<file path="config.mk">
export PLATFORM = sky130hd
export DESIGN_NAME = mpu_sequencer
export DESIGN_NICKNAME = d
export VERILOG_FILES = /design/src/rtl/mpu_sequencer.sv
export SDC_FILE = /design/constraint.sdc
export NUM_CORES = 1
export LEC_CHECK = 0
export ABC_AREA = 0
export BUFFER_PORTS_ARGS = -buffer_cell sky130_fd_sc_hd__buf_2
export CAP_MARGIN = 0
export CORE_AREA = 4 4 212 214
export DETAILED_ROUTE_END_ITERATION = 7
export DIE_AREA = 0 0 216 218
export GPL_ROUTABILITY_DRIVEN = 0
export GPL_TIMING_DRIVEN = 0
export PLACE_DENSITY = 0.51
export SYNTH_ARGS = -nofsm -noshare
export SYNTH_HDL_FRONTEND = slang
export SYNTH_SLANG_ARGS = --single-unit
</file>
<file path="constraint.sdc">
create_clock -name sys_clk -period 7.1 [get_ports sys_clk]
set_clock_uncertainty 0.1 [all_clocks]
set_input_delay 1.42 -clock sys_clk [delete_from_list [all_inputs] [get_ports sys_clk]]
set_output_delay 1.42 -clock sys_clk [all_outputs]
set_load 0.02 [all_outputs]
</file>
<file path="src/rtl/mpu_sequencer.sv">
// Fetch/execute sequencer: owns the instruction pointer, stalls on host-memory reads and user irqs,
// and emits one commit pulse per instruction. Optional macro MPU_SEQ_SINGLE_STEP_EN adds a step input.
module mpu_sequencer #(
    parameter int unsigned IP_W       = 16,
    parameter int unsigned INSN_W     = 48,
    parameter int unsigned DATA_W     = 64,
    parameter int unsigned HM_TIMEOUT = 255
) (
    input  logic              sys_clk,
    input  logic              sys_rst,
`ifdef MPU_SEQ_SINGLE_STEP_EN
    input  logic              step,
`endif
    input  logic              en,
    output logic [IP_W-1:0]   i_addr,
    input  logic [INSN_W-1:0] i_data,
    output logic [INSN_W-1:0] insn,
    output logic              insn_valid,
    input  logic [IP_W-1:0]   ex_isize,
    input  logic              ex_ip_load,
    input  logic [IP_W-1:0]   ex_ip_data,
    input  logic              ex_hm_req,
    input  logic [DATA_W-1:0] ex_hm_addr,
    input  logic              ex_irq_req,
    input  logic [DATA_W-1:0] ex_irq_data,
    output logic [DATA_W-1:0] hm_addr,
    output logic              hm_start,
    input  logic              hm_ack,
    input  logic [DATA_W-1:0] hm_data,
    output logic [DATA_W-1:0] hm_rdata,
    output logic              user_irq,
    output logic [DATA_W-1:0] user_data,
    input  logic              user_ack,
    output logic              commit,
    output logic              halted,
    output logic              hm_err
);

    localparam logic [2:0] StIdle    = 3'd0;
    localparam logic [2:0] StFetch   = 3'd1;
    localparam logic [2:0] StExec    = 3'd2;
    localparam logic [2:0] StHmWait  = 3'd3;
    localparam logic [2:0] StIrqWait = 3'd4;
    localparam logic [2:0] StCommit  = 3'd5;
    localparam logic [2:0] StHalt    = 3'd6;

    localparam int unsigned CntW = (HM_TIMEOUT < 2) ? 1 : $clog2(HM_TIMEOUT + 1);

    logic [2:0]        state_q, state_d;
    logic [IP_W-1:0]   ip_q, ip_d, ip_next;
    logic [INSN_W-1:0] insn_q, insn_d;
    logic [DATA_W-1:0] hm_addr_q, hm_addr_d;
    logic [DATA_W-1:0] hm_rdata_q, hm_rdata_d;
    logic [DATA_W-1:0] user_data_q, user_data_d;
    logic [CntW-1:0]   hm_cnt_q, hm_cnt_d;
    logic              hm_err_q, hm_err_d;
    logic              commit_c;
    logic              go;
    logic              hm_expired;

`ifdef MPU_SEQ_SINGLE_STEP_EN
    assign go = en | step;
`else
    assign go = en;
`endif

    // Terminal wait cycle; an ack in this same cycle still takes priority.
    assign hm_expired = (HM_TIMEOUT != 0) && (hm_cnt_q == CntW'(HM_TIMEOUT - 1));

    assign ip_next = ex_ip_load ? ex_ip_data : ip_q + ex_isize;

    always_comb begin
        state_d     = state_q;
        ip_d        = ip_q;
        insn_d      = insn_q;
        hm_addr_d   = hm_addr_q;
        hm_rdata_d  = hm_rdata_q;
        user_data_d = user_data_q;
        hm_cnt_d    = '0;
        hm_err_d    = hm_err_q;
        commit_c    = 1'b0;
        case (state_q)
            StIdle: begin
                if (go) state_d = StFetch;
            end
            StFetch: begin
                state_d = StExec;
            end
            StExec: begin
                insn_d = i_data;
                if (ex_hm_req) begin
                    hm_addr_d = ex_hm_addr;
                    state_d   = StHmWait;
                end else if (ex_irq_req) begin
                    user_data_d = ex_irq_data;
                    state_d     = StIrqWait;
                end else begin
                    commit_c = 1'b1;
                    ip_d     = ip_next;
                    state_d  = en ? StFetch : StIdle;
                end
            end
            StHmWait: begin
                hm_addr_d = ex_hm_addr;
                if (hm_ack) begin
                    hm_rdata_d = hm_data;
                    if (ex_irq_req) begin
                        user_data_d = ex_irq_data;
                        state_d     = StIrqWait;
                    end else begin
                        state_d = StCommit;
                    end
                end else if (hm_expired) begin
                    hm_err_d = 1'b1;
                    state_d  = StHalt;
                end else begin
                    hm_cnt_d = hm_cnt_q + 1'b1;
                end
            end
            StIrqWait: begin
                user_data_d = ex_irq_data;
                if (user_ack) state_d = StCommit;
            end
            StCommit: begin
                commit_c = 1'b1;
                ip_d     = ip_next;
                state_d  = en ? StFetch : StIdle;
            end
            StHalt: begin
                state_d = StHalt;
            end
            default: begin
                state_d = StIdle;
            end
        endcase
    end

    always_ff @(posedge sys_clk or negedge sys_rst) begin
        if (!sys_rst) begin
            state_q     <= StIdle;
            ip_q        <= '0;
            insn_q      <= '0;
            hm_addr_q   <= '0;
            hm_rdata_q  <= '0;
            user_data_q <= '0;
            hm_cnt_q    <= '0;
            hm_err_q    <= 1'b0;
        end else begin
            state_q     <= state_d;
            ip_q        <= ip_d;
            insn_q      <= insn_d;
            hm_addr_q   <= hm_addr_d;
            hm_rdata_q  <= hm_rdata_d;
            user_data_q <= user_data_d;
            hm_cnt_q    <= hm_cnt_d;
            hm_err_q    <= hm_err_d;
        end
    end

    // The fetched word arrives during EXEC; pass it through then, hold the latched copy afterwards.
    assign insn       = (state_q == StExec) ? i_data : insn_q;
    assign insn_valid = (state_q == StExec) || (state_q == StHmWait) ||
                        (state_q == StIrqWait) || (state_q == StCommit);
    assign i_addr     = ip_q;
    assign hm_addr    = hm_addr_q;
    assign hm_start   = (state_q == StHmWait);
    assign hm_rdata   = hm_rdata_q;
    assign user_irq   = (state_q == StIrqWait);
    assign user_data  = user_data_q;
    assign commit     = commit_c;
    assign halted     = (state_q == StHalt);
    assign hm_err     = hm_err_q;

endmodule

</file>
==> metrics.md <==
| Metric | Value |
|---|---|
| Max-slew headroom | 45.0% |
| Non-Filler Instances | 1953 |
| Pre-Repair DR Iteration Count | 4 |
| Synth area leader | dfrtp_1 |
| Final net count | 1638 |
| DR vias | 8378 |
| Num rows | 76 |
| Most used flip-flop cell after synthesis | dfrtp_1 |
| Post-Place Cells | 1889 |
| CP Buf/Inv Count | 5 |
| FILL cells | 4303 |
| Post-Syn Area | 11100 um^2 |
| Crit Path Category | in -> out |
| Number of flops mapped to enable cells by yosys | 0 |
| Hold Fails Final Rpt | 0 |
| Final Power | 8220 uW |
| Hold Slack | 0.356 ns |
| Seq pwr share | 32.0% |
| DRC | 0 |
| Net count after synthesis | 1059 |
| Crit end category | output port |
| Mux share of post-synthesis cell area | 24.9% |
| Clock share of power | 21.4% |
| P_sw | 3260 uW |
| Power Dens Cells | 522 nW/um^2 |
| Req. time, crit path | 5.58 ns |
| Comb power frac | 46.7% |
| Worst setup SP type | input port |
| Final min period | 4.46 ns |
| Fin crit share | 62.9% |
| Async SR Flop Fraction | 100% |
| Core footprint | 42900 um^2 |
| Avg Inst Size Synth | 14.6 um^2 |
| Yosys warnings | 0 |
| H-Tree Level Count | 2 |
| Starting Density | 25.8% |
| Pin count of the biggest net entering global routing | 116 |
| Worst path cell trace | buf_2 -> or4b_1 -> o22a_1 -> inv_2 -> buf_4 -> buf_4 -> buf_2 |
| Crit-path leading delay family | buffers and inverters |
| CP Data Arrival Time | 2.94 ns |
| Crit-path max FO | 10 |
| Number of I/O pins | 542 |
| WL per Instance | 18.0 um |
| Status | finished clean |
| Layout cells sized above 1 | 64.8% |
| Total gr overflow | 0 |
| First-pass GRT wire length | 53500 um |
| Sw Ratio | 39.7% |
| Leak | 0.00777 uW |
| Detail Route Antenna Nets | 0 |
| CTS Hold Bufs | 0 |
| Routed wire length | 35100 um |
| Dpl ws | 2.61 ns |
| Deepest clock path buffer count | 3 |
| Worst Max-Slew Pin Slew | 0.826 ns |
| RSZ-0062 raised after global routing | no |
| Die Area | 47100 um^2 |
| Hold crit path type | reg -> reg |
| Post-Syn Instances | 761 |
| CP peak stage delay | 0.49 ns |
| Detail Placement HPWL | 27300 um |
| Peak supply drop | 0.278 mV |
| Synth cell types | 55 |
| Die Y | 218 um |
| Main combinational cell family by area after synthesis | multiplexers |
| Antenna violations before repair | 5 |
| CTS tree | yes |
| Synth Area in Compound Gates | 4.45% |
| Ranking of synthesized cells by area | dfrtp_1, mux2_2, ha_1, a21oi_1, xor2_1 |
| Die width | 216 um |
| Global-route usage over all layers | 14.5% |
| Max Fclk | 224 MHz |
| Number of global-route vias before repair | 9241 |
| Layout Area Growth over Synthesis | 42.0% |
| Root Driver | clkbuf_16 |
| Xor/xnor share of the synthesized area | 1.34% |
| Area share of the largest cell type after synthesis | 60.5% |
| Final setup viols | 0 |
| Number of DRC markers in iteration 0 | 274 |
| Seq/Total Area, Yosys | 60.5% |
| Post-CTS setup buffer count | 0 |
| Reg clk slew, reported paths | 0.06 ns |
| Max-slew violation count | 0 |
| Worst setup margin | 2.64 ns |
| Synth Area in Simple Gates | 4.49% |
| Post-synthesis adder-cell area fraction | 2.10% |
| Clk_lat worst skew | 0.53 ns |
| #FFs+latches synth | 268 |
| Total CTS buffers | 34 |
| Via-to-Cell Ratio | 4.29 |
| CTS Sinks | 268 |
| Internal | 4960 uW |
| Slowest CP cell | or4b_1 |
| Resize count post-CTS | 0 |
| Max-cap violations | 0 |
| # port buffers | 541 |
cells in the mapped netlist, types with 3 or more instances:
| cell type | count |
|---|---|
| a21o_1 | 4 |
| a21oi_1 | 24 |
| a21oi_2 | 3 |
| a221o_1 | 3 |
| and3_1 | 9 |
| buf_2 | 19 |
| buf_6 | 8 |
| clkbuf_1 | 5 |
| dfrtp_1 | 268 |
| ha_1 | 17 |
| inv_1 | 5 |
| mux2_2 | 243 |
| nand2_1 | 22 |
| nand3_1 | 10 |
| nand3b_1 | 5 |
| nor2_1 | 22 |
| nor3_1 | 6 |
| nor3b_1 | 3 |
| o211ai_1 | 5 |
| o21a_1 | 3 |
| o21ai_0 | 18 |
| o21ai_1 | 3 |
| xnor2_1 | 5 |
| xor2_1 | 12 |
area by class of cell:
type / count / area [um^2] / share of cell area, %
sequential: 268 / 6710 / 42.6
multi-input combinational: 451 / 4130 / 26.2
timing repair buffer: 543 / 2770 / 17.6
clock buffer: 46 / 976 / 6.20
tap: 585 / 732 / 4.65
buffer: 36 / 228 / 1.45
clock inverter: 14 / 169 / 1.07
inverter: 6 / 22.5 / 0.143
antenna: 4 / 10.0 / 0.0636
metal layers:
| layer | up-vias | GRT usage [%] | share of wire (%) |
|---|---|---|---|
| li1 | 3878 | - | - |
| met1 | 4126 | 16.4 | 38 |
| met2 | 321 | 25.5 | 51 |
| met3 | 53 | 5.17 | 8.6 |
| met4 | 0 | 4.91 | 2.3 |
| met5 | - | 0 | 0 |
registers in the layout, indices dropped and copies added, names as in the netlist:
register   flops
state_q        3
hm_err         1
i_addr        16
hm_cnt_q       8
insn_q        48
user_data     64
hm_addr       64
hm_rdata      64
cells in the final DEF, fill, tap and decap left out, drive strengths merged, types with 5 or more instances in the layout:
cell / n
buf: 573
dfrtp: 268
mux2: 243
clkbuf: 52
a21oi: 27
nor2: 23
nand2: 22
o21ai: 21
ha: 17
xor2: 12
nand3: 10
and3: 9
nor3: 8
inv: 8
clkinv: 7
xnor2: 5
o211ai: 5
nand3b: 5
a21o: 5
power groups by stage:
stage	Combinational (uW)	Clock, uW	Sequential [uW]
after CTS	3910	1830	2630
final	3840	1760	2630
after floorplan	1790	0	3360
after global placement	3870	0	2620
after global routing	4130	1890	2720
after detailed placement	3900	0	2640
through the flow:
step | util [%] | TNS (ns) | instance area (um^2)
global placement | 33.9 | -171.23 | 14500
global route | 36.7 | 0 | 15700
finish | 36.7 | 0 | 15700
detailed placement | 34.0 | 0 | 14600
floorplan | - | 0 | 11100
CTS | 36.7 | 0 | 15700
worst paths after layout:
| kind | startpoint | slack [ns] | end | cells after the start |
|---|---|---|---|---|
| max in group asynchronous | sys_rst | 4.80 | hm_rdata[40] | 3 |
| min | hm_err | 0.36 | hm_err | 1 |
| max | ex_irq_req | 2.64 | commit | 7 |
| max reg2reg | i_addr[0] | 4.45 | i_addr[12] | 8 |
| min in group asynchronous | sys_rst | 0.70 | insn_q[26] | 1 |
| min reg2reg | hm_err | 0.36 | hm_err | 1 |
cell families (layout without fill, tap and decap cells):
group | count (synthesis) | count (layout)
compound gates | 77 | 77
xor+xnor | 17 | 17
fa+ha+maj | 18 | 18
buf+inv | 42 | 645
flops | 268 | 268
mux | 245 | 245
other cells | 0 | 4
simple gates | 94 | 94
No activity file was read; power rests on OpenSTA's default activity.
